===== src/rtl/exception_sequencer_pkg.sv =====
// Shared codes for the exception sequencer: bank control codes, PC-source selects, FSM states.
package exception_sequencer_pkg;

  localparam logic [2:0] CTL_NOP     = 3'd0;
  localparam logic [2:0] CTL_WR_RES  = 3'd1;
  localparam logic [2:0] CTL_INIT    = 3'd2;
  localparam logic [2:0] CTL_WR_MEM  = 3'd3;
  localparam logic [2:0] CTL_SAVE_LR = 3'd4;

  localparam logic [1:0] PCS_DP  = 2'd0;
  localparam logic [1:0] PCS_VEC = 2'd1;
  localparam logic [1:0] PCS_LR  = 2'd2;

  typedef enum logic [2:0] {
    ST_INIT_U = 3'd0,
    ST_INIT_P = 3'd1,
    ST_RUN_U  = 3'd2,
    ST_ENTER  = 3'd3,
    ST_RUN_P  = 3'd4,
    ST_EXIT   = 3'd5
  } state_t;

endpackage


===== src/rtl/exception_sequencer_irq_prio_enc.sv =====
// Fixed-priority encoder: lowest set line wins; idx is line number + 1 (0 when nothing pending).
module irq_prio_enc #(
  parameter int N_IRQ = 4
) (
  input  logic [N_IRQ-1:0] irq,
  output logic             valid,
  output logic [3:0]       idx
);

  always_comb begin
    valid = 1'b0;
    idx   = 4'd0;
    for (int i = N_IRQ - 1; i >= 0; i--) begin
      if (irq[i]) begin
        valid = 1'b1;
        idx   = 4'(i + 1);
      end
    end
  end

endmodule


===== src/rtl/exception_sequencer.sv =====
// Sequences bank control/mode/PC-source for reset SP init, exception entry (SWI/IRQ) and return.
// Outputs are decoded from the registered state plus the decoder inputs in the run states.
module exception_sequencer
  import exception_sequencer_pkg::*;
#(
  parameter int          N_IRQ    = 4,
  parameter logic [31:0] VEC_BASE = 32'h0000_0010
) (
  input  logic             clock,
  input  logic             reset,
  input  logic             instr_boundary,
  input  logic [2:0]       dec_control,
  input  logic             dec_enable,
  input  logic             swi,
  input  logic             rfe,
  input  logic [N_IRQ-1:0] irq,
  output logic [2:0]       control,
  output logic             enable,
  output logic             M,
  output logic [1:0]       pc_sel,
  output logic [31:0]      vector,
  output logic             stall,
  output logic [N_IRQ-1:0] irq_ack,
  output logic [3:0]       cause
);

  state_t     state_q, state_d;
  logic       swi_pend_q, swi_pend_d;
  logic [3:0] cause_q, cause_d;

  logic       irq_vld;
  logic [3:0] irq_idx;
  logic [2:0] dec_ctl_fwd;

  irq_prio_enc #(.N_IRQ(N_IRQ)) u_prio (
    .irq   (irq),
    .valid (irq_vld),
    .idx   (irq_idx)
  );

  always_comb begin
    state_d    = state_q;
    swi_pend_d = swi_pend_q;
    cause_d    = cause_q;
    case (state_q)
      ST_INIT_U: state_d = ST_INIT_P;
      ST_INIT_P: state_d = ST_RUN_U;
      ST_RUN_U: begin
        swi_pend_d = swi_pend_q | swi;
        if (instr_boundary && (swi_pend_d || irq_vld)) begin
          state_d = ST_ENTER;
          cause_d = swi_pend_d ? 4'd0 : irq_idx;
        end
      end
      ST_ENTER: begin
        state_d = ST_RUN_P;
        if (cause_q == 4'd0) swi_pend_d = 1'b0;
      end
      // IRQs masked and SWI dropped while privileged; only rfe leaves.
      ST_RUN_P: if (rfe) state_d = ST_EXIT;
      ST_EXIT:  state_d = ST_RUN_U;
      default:  state_d = ST_INIT_U;
    endcase
  end

  always_ff @(posedge clock or posedge reset) begin
    if (reset) begin
      state_q    <= ST_INIT_U;
      swi_pend_q <= 1'b0;
      cause_q    <= 4'd0;
    end else begin
      state_q    <= state_d;
      swi_pend_q <= swi_pend_d;
      cause_q    <= cause_d;
    end
  end

  // Code 4 belongs to this block; a decoder request for it degrades to NOP.
  assign dec_ctl_fwd = (dec_control == CTL_SAVE_LR) ? CTL_NOP : dec_control;

  always_comb begin
    control = CTL_INIT;
    enable  = 1'b1;
    M       = 1'b0;
    pc_sel  = PCS_DP;
    stall   = 1'b1;
    irq_ack = '0;
    case (state_q)
      ST_INIT_P: M = 1'b1;
      ST_RUN_U: begin
        control = dec_ctl_fwd;
        enable  = dec_enable;
        stall   = 1'b0;
      end
      ST_RUN_P: begin
        control = dec_ctl_fwd;
        enable  = dec_enable;
        M       = 1'b1;
        stall   = 1'b0;
      end
      ST_ENTER: begin
        control = CTL_SAVE_LR;
        pc_sel  = PCS_VEC;
        for (int i = 0; i < N_IRQ; i++) irq_ack[i] = (cause_q == 4'(i + 1));
      end
      ST_EXIT: begin
        control = CTL_NOP;
        pc_sel  = PCS_LR;
        M       = 1'b1;
      end
      default: ;
    endcase
  end

  assign vector = VEC_BASE + 32'(cause_q);
  assign cause  = cause_q;

endmodule


===== config.mk =====
export PLATFORM = sky130hd
export DESIGN_NAME = exception_sequencer
export DESIGN_NICKNAME = d
export VERILOG_FILES = /design/src/rtl/exception_sequencer_pkg.sv /design/src/rtl/exception_sequencer_irq_prio_enc.sv /design/src/rtl/exception_sequencer.sv
export SDC_FILE = /design/constraint.sdc
export NUM_CORES = 1
export LEC_CHECK = 0
export ABC_CLOCK_PERIOD_IN_PS = 1430
export CAP_MARGIN = 20
export CORE_MARGIN = 1.5
export CORE_UTILIZATION = 32
export DETAILED_ROUTE_END_ITERATION = 6
export GPL_TIMING_DRIVEN = 0
export PLACE_DENSITY = 0.8
export SKIP_LAST_GASP = 1
export SLEW_MARGIN = 20
export SYNTH_ARGS = -nofsm -noshare
export SYNTH_HDL_FRONTEND = slang
export SYNTH_SLANG_ARGS = --single-unit

===== constraint.sdc =====
create_clock -name clock -period 1.43 [get_ports clock]
set_clock_uncertainty 0.05 [all_clocks]
set_input_delay 0.286 -clock clock [delete_from_list [all_inputs] [get_ports clock]]
set_output_delay 0.286 -clock clock [all_outputs]
set_load 0.05 [all_outputs]

==> results of run 1 <==
## per-layer routing
layer	vias up	global-route usage [%]	share of wire [%]
met5	-	0	0
met4	0	5.41	0.79
met3	4	6.14	9.8
met2	45	30.1	57
met1	374	16.6	32
li1	405	-	-
## report_power, final
part           internal [W]  switching [W]  leakage (nW)
clock              0.000107      0.0000815        0.0150
combinational       0.00109        0.00144         0.695
sequential         0.000294       0.000138        0.0799
total               0.00149        0.00165         0.790
## sequential cells by signal, summed over array words and instances, names as in the netlist
| name | count |
|---|---|
| cause | 3 |
| state_q | 3 |
| swi_pend_q | 1 |
## worst max-delay path, cell delays in order (launching register included)
cell and delay [ns]:
dfrtp_2 0.40, nor2b_4 0.18, nand2_4 0.11, nor4b_4 0.27, buf_6 0.19
## logic make-up after synthesis
logic type | after synthesis | share of synthesized area (%)
AO/OA/AOI/OAI | 19 | 17.5
buffers and inverters | 40 | 37.8
flip-flops | 7 | 23.9
multiplexers | 2 | 2.73
other | 2 | 1.02
AND/OR/NAND/NOR | 19 | 17.0
## final cells by class
type	instances	share of cell area [%]
plain buffers	34	16.6
clock buffers	4	1.68
inverters	6	1.84
multi-input cells	70	35.8
flip-flops and latches	7	11.8
well taps	28	2.24
repair buffers	49	30.2
## cell usage after synthesis (2+ instances only)
cell / count / area [sq um]
a21o_1: 2 / 15.0
a21oi_1: 5 / 25.0
buf_4: 34 / 255
conb_1: 2 / 7.51
dfrtp_1: 7 / 175
inv_1: 6 / 22.5
mux2i_1: 2 / 20.0
nand2b_1: 3 / 18.8
nor2_1: 4 / 15.0
nor2b_1: 3 / 18.8
nor4b_1: 3 / 26.3
o21ai_0: 6 / 30.0
o41ai_1: 2 / 17.5
## stage by stage
step / cell area (sq um) / utilization [%]
finish: 1560 / 71.4
global route: 1560 / 71.4
CTS: 1420 / 64.9
detailed placement: 1280 / 58.7
global placement: 1280 / 58.7
floorplan: 950 / -
## worst max-delay path by stage
| stage | from | end | slack (ns) | depth (start not counted) |
|---|---|---|---|---|
| floorplan | state_q[1] | irq_ack[2] | -0.26 | 3 |
| global placement | dec_control[0] | control[2] | -0.99 | 5 |
| detailed placement | dec_control[1] | control[2] | -1.00 | 5 |
| CTS | state_q[1] | irq_ack[3] | -0.34 | 4 |
| global route | state_q[1] | irq_ack[3] | -0.36 | 4 |
| finish | state_q[1] | irq_ack[3] | -0.33 | 4 |
## what timing repair did
| item | CTS | global route |
|---|---|---|
| gates resized for setup | 135 | 20 |
| buffers inserted | 9 | 9 |
| endpoints found under the setup margin | 21 | 19 |
| endpoints found under the hold margin | 0 | 0 |
| pin swaps | 9 | 6 |
| hold buffers | 0 | 0 |
| gates cloned | 0 | 1 |
==> run summary, run 1 <==
result of the run -> finished, violations left
violated checks -> setup timing
global placement routability congestion -> 0.713
origin of the critical flop-to-flop path -> state_q[2]
Area Growth Syn to Fin -> 113%
Cells after DPL -> 175
crit path launch type -> flip-flop
antenna violations before repair -> 0
Avg Vias per Cell -> 4.18
power density over the cells -> 2010 nW/um^2
final worst path period need -> 1.76 ns
Layout Nets -> 184
logic depth of the worst register-to-register path -> 5
PortBufs -> 30
overall die width -> 50.9 um
clock root buffer -> clkbuf_4
H-Tree Depth -> 1
highest-count cells in the layout ignoring fill and taps -> buf_4 (47), conb_1 (30), buf_6 (18)
Post-DP HPWL -> 1440 um
final setup margin -> -0.328 ns
count of yosys warnings during synthesis -> 0
detail-routed net length per standard cell -> 10.9 um
CP Max Fanout -> 5
largest voltage drop on the vdd net -> 1.73 mV
Post-Route WL -> 2150 um
post-synthesis average cell area -> 8.25 sq um
proportion of synthesized chip area in sequential cells -> 23.9%
signal arrival time at the worst endpoint -> 1.42 ns
FF/Latch Area -> 184 sq um
highest clock frequency the design can meet -> 0.569 GHz
Worst Path Class, Setup -> reg -> out
hold_ws -> 0.204 ns
category of the worst setup path capture point -> output pin
total vias in the final route -> 828
# rows -> 17
Final Slew Violations -> 0
initial cell density of the core -> 33.5%
antenna diode count -> 0
capturing point of the worst reg2reg path -> swi_pend_q
wire length of the first global-routing pass -> 3170 um
Top-Level Pins -> 61
number of global-route vias before repair -> 730
number of max-cap violations -> 0
layout cell share with drive strength beyond 1 -> 60.6%
number of flip-flops and latches in the synthesized netlist -> 7
Clock Path Buffers -> 2
Post-route DRC -> 0
multi-input logic area -> 559 sq um
number of detailed-routing iterations run before antenna repair -> 4
latest clock arrival within the worst-skew pair -> 0.26 ns
clock-pin slew on the worst setup and hold paths -> 0.06 ns
number of buffers created by CTS -> 3
HP Class -> in -> async
share of async-settable or async-resettable flops after synthesis -> 100%
library cells used by synthesis -> 23
pre-CTS worst setup slack -> -1.00 ns
most common library cell in the layout ignoring fill and taps -> buf_4
setup repair after global routing missed its margin -> true
CTS tree -> built
number of enable-type register cells in the synthesized netlist -> 0
Worst R2R Setup Slack -> 0.04 ns
floorplan die height -> 50.9 um
number of cells produced by synthesis -> 89
die outline area -> 2590 sq um
post-route fraction of the period consumed by the critical path -> 123%
total global routing track utilization -> 16.3%
total negative slack for setup checks -> -2.86 ns
largest net degree at the start of global routing -> 10
final hold viol count -> 0
static leakage power -> 0.790 nW
most used flip-flop cell after synthesis -> dfrtp_1
GRT Residual Overflow -> 0
count of filler cells inserted in the layout -> 193
required time of the worst setup path -> 1.09 ns
total power -> 0.00314 W
clock sink total -> 7
core outline area -> 2190 sq um
final std cells w/o fill -> 198
post-synthesis cell area -> 734 sq um
final setup violating endpoints -> 13
iteration-0 DRC count of the detailed router -> 9
final antenna-violating net count -> 0
Note: power is estimated with default switching activity, not from simulation.
==> run 2: changes to the inputs <==
SLEW_MARGIN = 15   (was 20)
==> results of run 2 <==
No change in the layout: final DEF, timing and power equal those of run 1.
==> run 3: changes to the inputs <==
CORE_UTILIZATION = 30   (was 32)
PLACE_DENSITY = 0.76   (was 0.8)
==> run 3 against run 2 <==
Effect of this change: the flow still finishes with violations (setup timing); utilization decreased by 7.8 points; sequential share of layout area is 1.1 points higher; combinational power is 15% lower; setup slack worse by 0.0012 ns; largest power group unchanged; critical path type unchanged; first-iteration DRC count shrank 67%; sequential power increased by 1%; design area is 8.4% lower; highest routed layer unchanged.
==> run summary, run 3 (synthesized netlist as in run 1, its figures left out) <==
floorplan die height -> 52.5 um
result of the run -> finished, violations left
clock sink total -> 7
detailed-route wire length on metal 1 -> 693 um
overall die width -> 52.5 um
Post-DP HPWL -> 1470 um
# rows -> 17
final setup margin -> -0.329 ns
total vias in the final route -> 764
highest layer used for signal routing -> met4
Worst Path Class, Setup -> reg -> out
HP Class -> in -> async
final setup violating endpoints -> 14
required time of the worst setup path -> 1.09 ns
routed wl met2 -> 1140 um
largest voltage drop on the vdd net -> 1.20 mV
clock group share of total power -> 6.7%
power dissipated by switching net loads -> 0.00154 W
Layout Nets -> 174
CP Cell Sequence -> nor2b_4 -> nand2_4 -> nor4b_4 -> buf_6
CP Max Fanout -> 6
antenna violations before repair -> 0
signal arrival time at the worst endpoint -> 1.42 ns
wire length of the first global-routing pass -> 2840 um
H-Tree Depth -> 1
biggest cell delay along the critical path -> 0.43 ns
latest clock arrival within the worst-skew pair -> 0.25 ns
initial cell density of the core -> 32.6%
iteration-0 DRC count of the detailed router -> 3
category of the worst setup path capture point -> output pin
total global routing track utilization -> 13.7%
PortBufs -> 30
number of detailed-routing iterations run before antenna repair -> 4
detail-routed net length per standard cell -> 10.7 um
number of max-cap violations -> 0
global placement routability congestion -> 0.716
number of buffers created by CTS -> 3
GRT Residual Overflow -> 0
Post-Route WL -> 2010 um
total power -> 0.00277 W
portion of total power attributed to sequential cells -> 15.8%
post-route fraction of the period consumed by the critical path -> 123%
family of cells with the greatest summed delay on the critical path -> simple AND/OR/NAND/NOR gates
Final Slew Violations -> 0
Avg Vias per Cell -> 4.06
wire length on met3 -> 170 um
final worst path period need -> 1.76 ns
largest net degree at the start of global routing -> 10
core outline area -> 2250 sq um
CTS tree -> built
Clock Path Buffers -> 2
final hold viol count -> 0
highest-count cells in the layout ignoring fill and taps -> buf_4 (45), conb_1 (30), buf_6 (13)
Pint -> 0.00123 W
die outline area -> 2750 sq um
Post-route DRC -> 0
Area Growth Syn to Fin -> 95.1%
highest clock frequency the design can meet -> 0.568 GHz
most common library cell in the layout ignoring fill and taps -> buf_4
number of global-route vias before repair -> 703
count of filler cells inserted in the layout -> 202
clock root buffer -> clkbuf_4
net switching fraction of the power -> 55.7%
final antenna-violating net count -> 0
logic depth of the worst register-to-register path -> 5
CP Depth -> 4
layout cell share with drive strength beyond 1 -> 56.9%
crit path launch type -> flip-flop
clock-pin slew on the worst setup and hold paths -> 0.06 ns
violated checks -> setup timing
number of buffers inserted by hold repair at cts -> 0
setup repair after global routing missed its margin -> true
logic gate share of total power -> 77.5%
Worst path slowest cell -> dfrtp_2
pre-CTS worst setup slack -> -1.03 ns
multi-input logic area -> 538 sq um
power density over the cells -> 1930 nW/um^2
static leakage power -> 0.727 nW
antenna diode count -> 0
Top-Level Pins -> 61
FF/Latch Area -> 184 sq um
sum of buffers and inverters on the critical path -> 1
[run 3: cell count changes in the layout (fill, tap and decap cells not counted), moves of 2 or more]
| cell | before | now |
|---|---|---|
| dlygate4sd2_1 | 4 | 2 |
| nor2_4 | 3 | 1 |
| buf_4 | 47 | 45 |
| buf_6 | 18 | 13 |
| clkdlybuf4s50_1 | 8 | 10 |
| buf_8 | 3 | 1 |
| o21ai_0 | 5 | 3 |
[run 3: worst paths after layout]
path	start	end	slack [ns]
setup / recovery	state_q[2]	irq_ack[3]	-0.33
hold / removal	reset	state_q[0]	0.22
setup reg to reg	state_q[2]	cause[0]	-0.07
hold reg to reg	state_q[1]	state_q[1]	0.46
max in group asynchronous	reset	cause[0]	0.86
min in group clock	state_q[1]	state_q[1]	0.46
[run 3: stage by stage]
step	hold WS (ns)	std cells	setup TNS, ns	util, %	area, sq um
after floorplan	0.0392	117	-1.17	-	950
after global placement	0.483	175	-10.33	57.0	1280
after detailed placement	0.490	175	-10.62	57.0	1280
after CTS	0.222	187	-2.85	61.7	1390
after global routing	0.250	188	-3.68	63.5	1430
final	0.217	188	-2.83	63.5	1430
[run 3: repair_timing]
action / 4_1_cts / 5_1_grt
endpoints found under the hold margin: 0 / 0
endpoints found under the setup margin: 21 / 18
setup buffers: 8 / 1
pin swaps: 5 / 2
gates resized for setup: 127 / 13
[run 3: final cells by class]
class	count	area share, %
timing repair buffer	39	25.7
clock buffer	4	1.83
buffer	34	18.1
sequential	7	12.8
tap	28	2.45
inverter	6	1.57
multi-input combinational	70	37.6
[run 3: power groups by stage]
stage | Clock [W] | Sequential, W | Combinational, W
after CTS | 0.000188 | 0.000437 | 0.00205
after global routing | 0.000208 | 0.000452 | 0.00225
after floorplan | 0 | 0.000525 | 0.00131
final | 0.000187 | 0.000437 | 0.00215
after detailed placement | 0 | 0.000450 | 0.00185
after global placement | 0 | 0.000445 | 0.00183
[run 3: layer usage]
metal | up-vias | track usage, %
li1 | 380 | -
met1 | 343 | 11.3
met2 | 39 | 30.6
met3 | 2 | 3.71
met4 | 0 | 2.56
met5 | - | 0
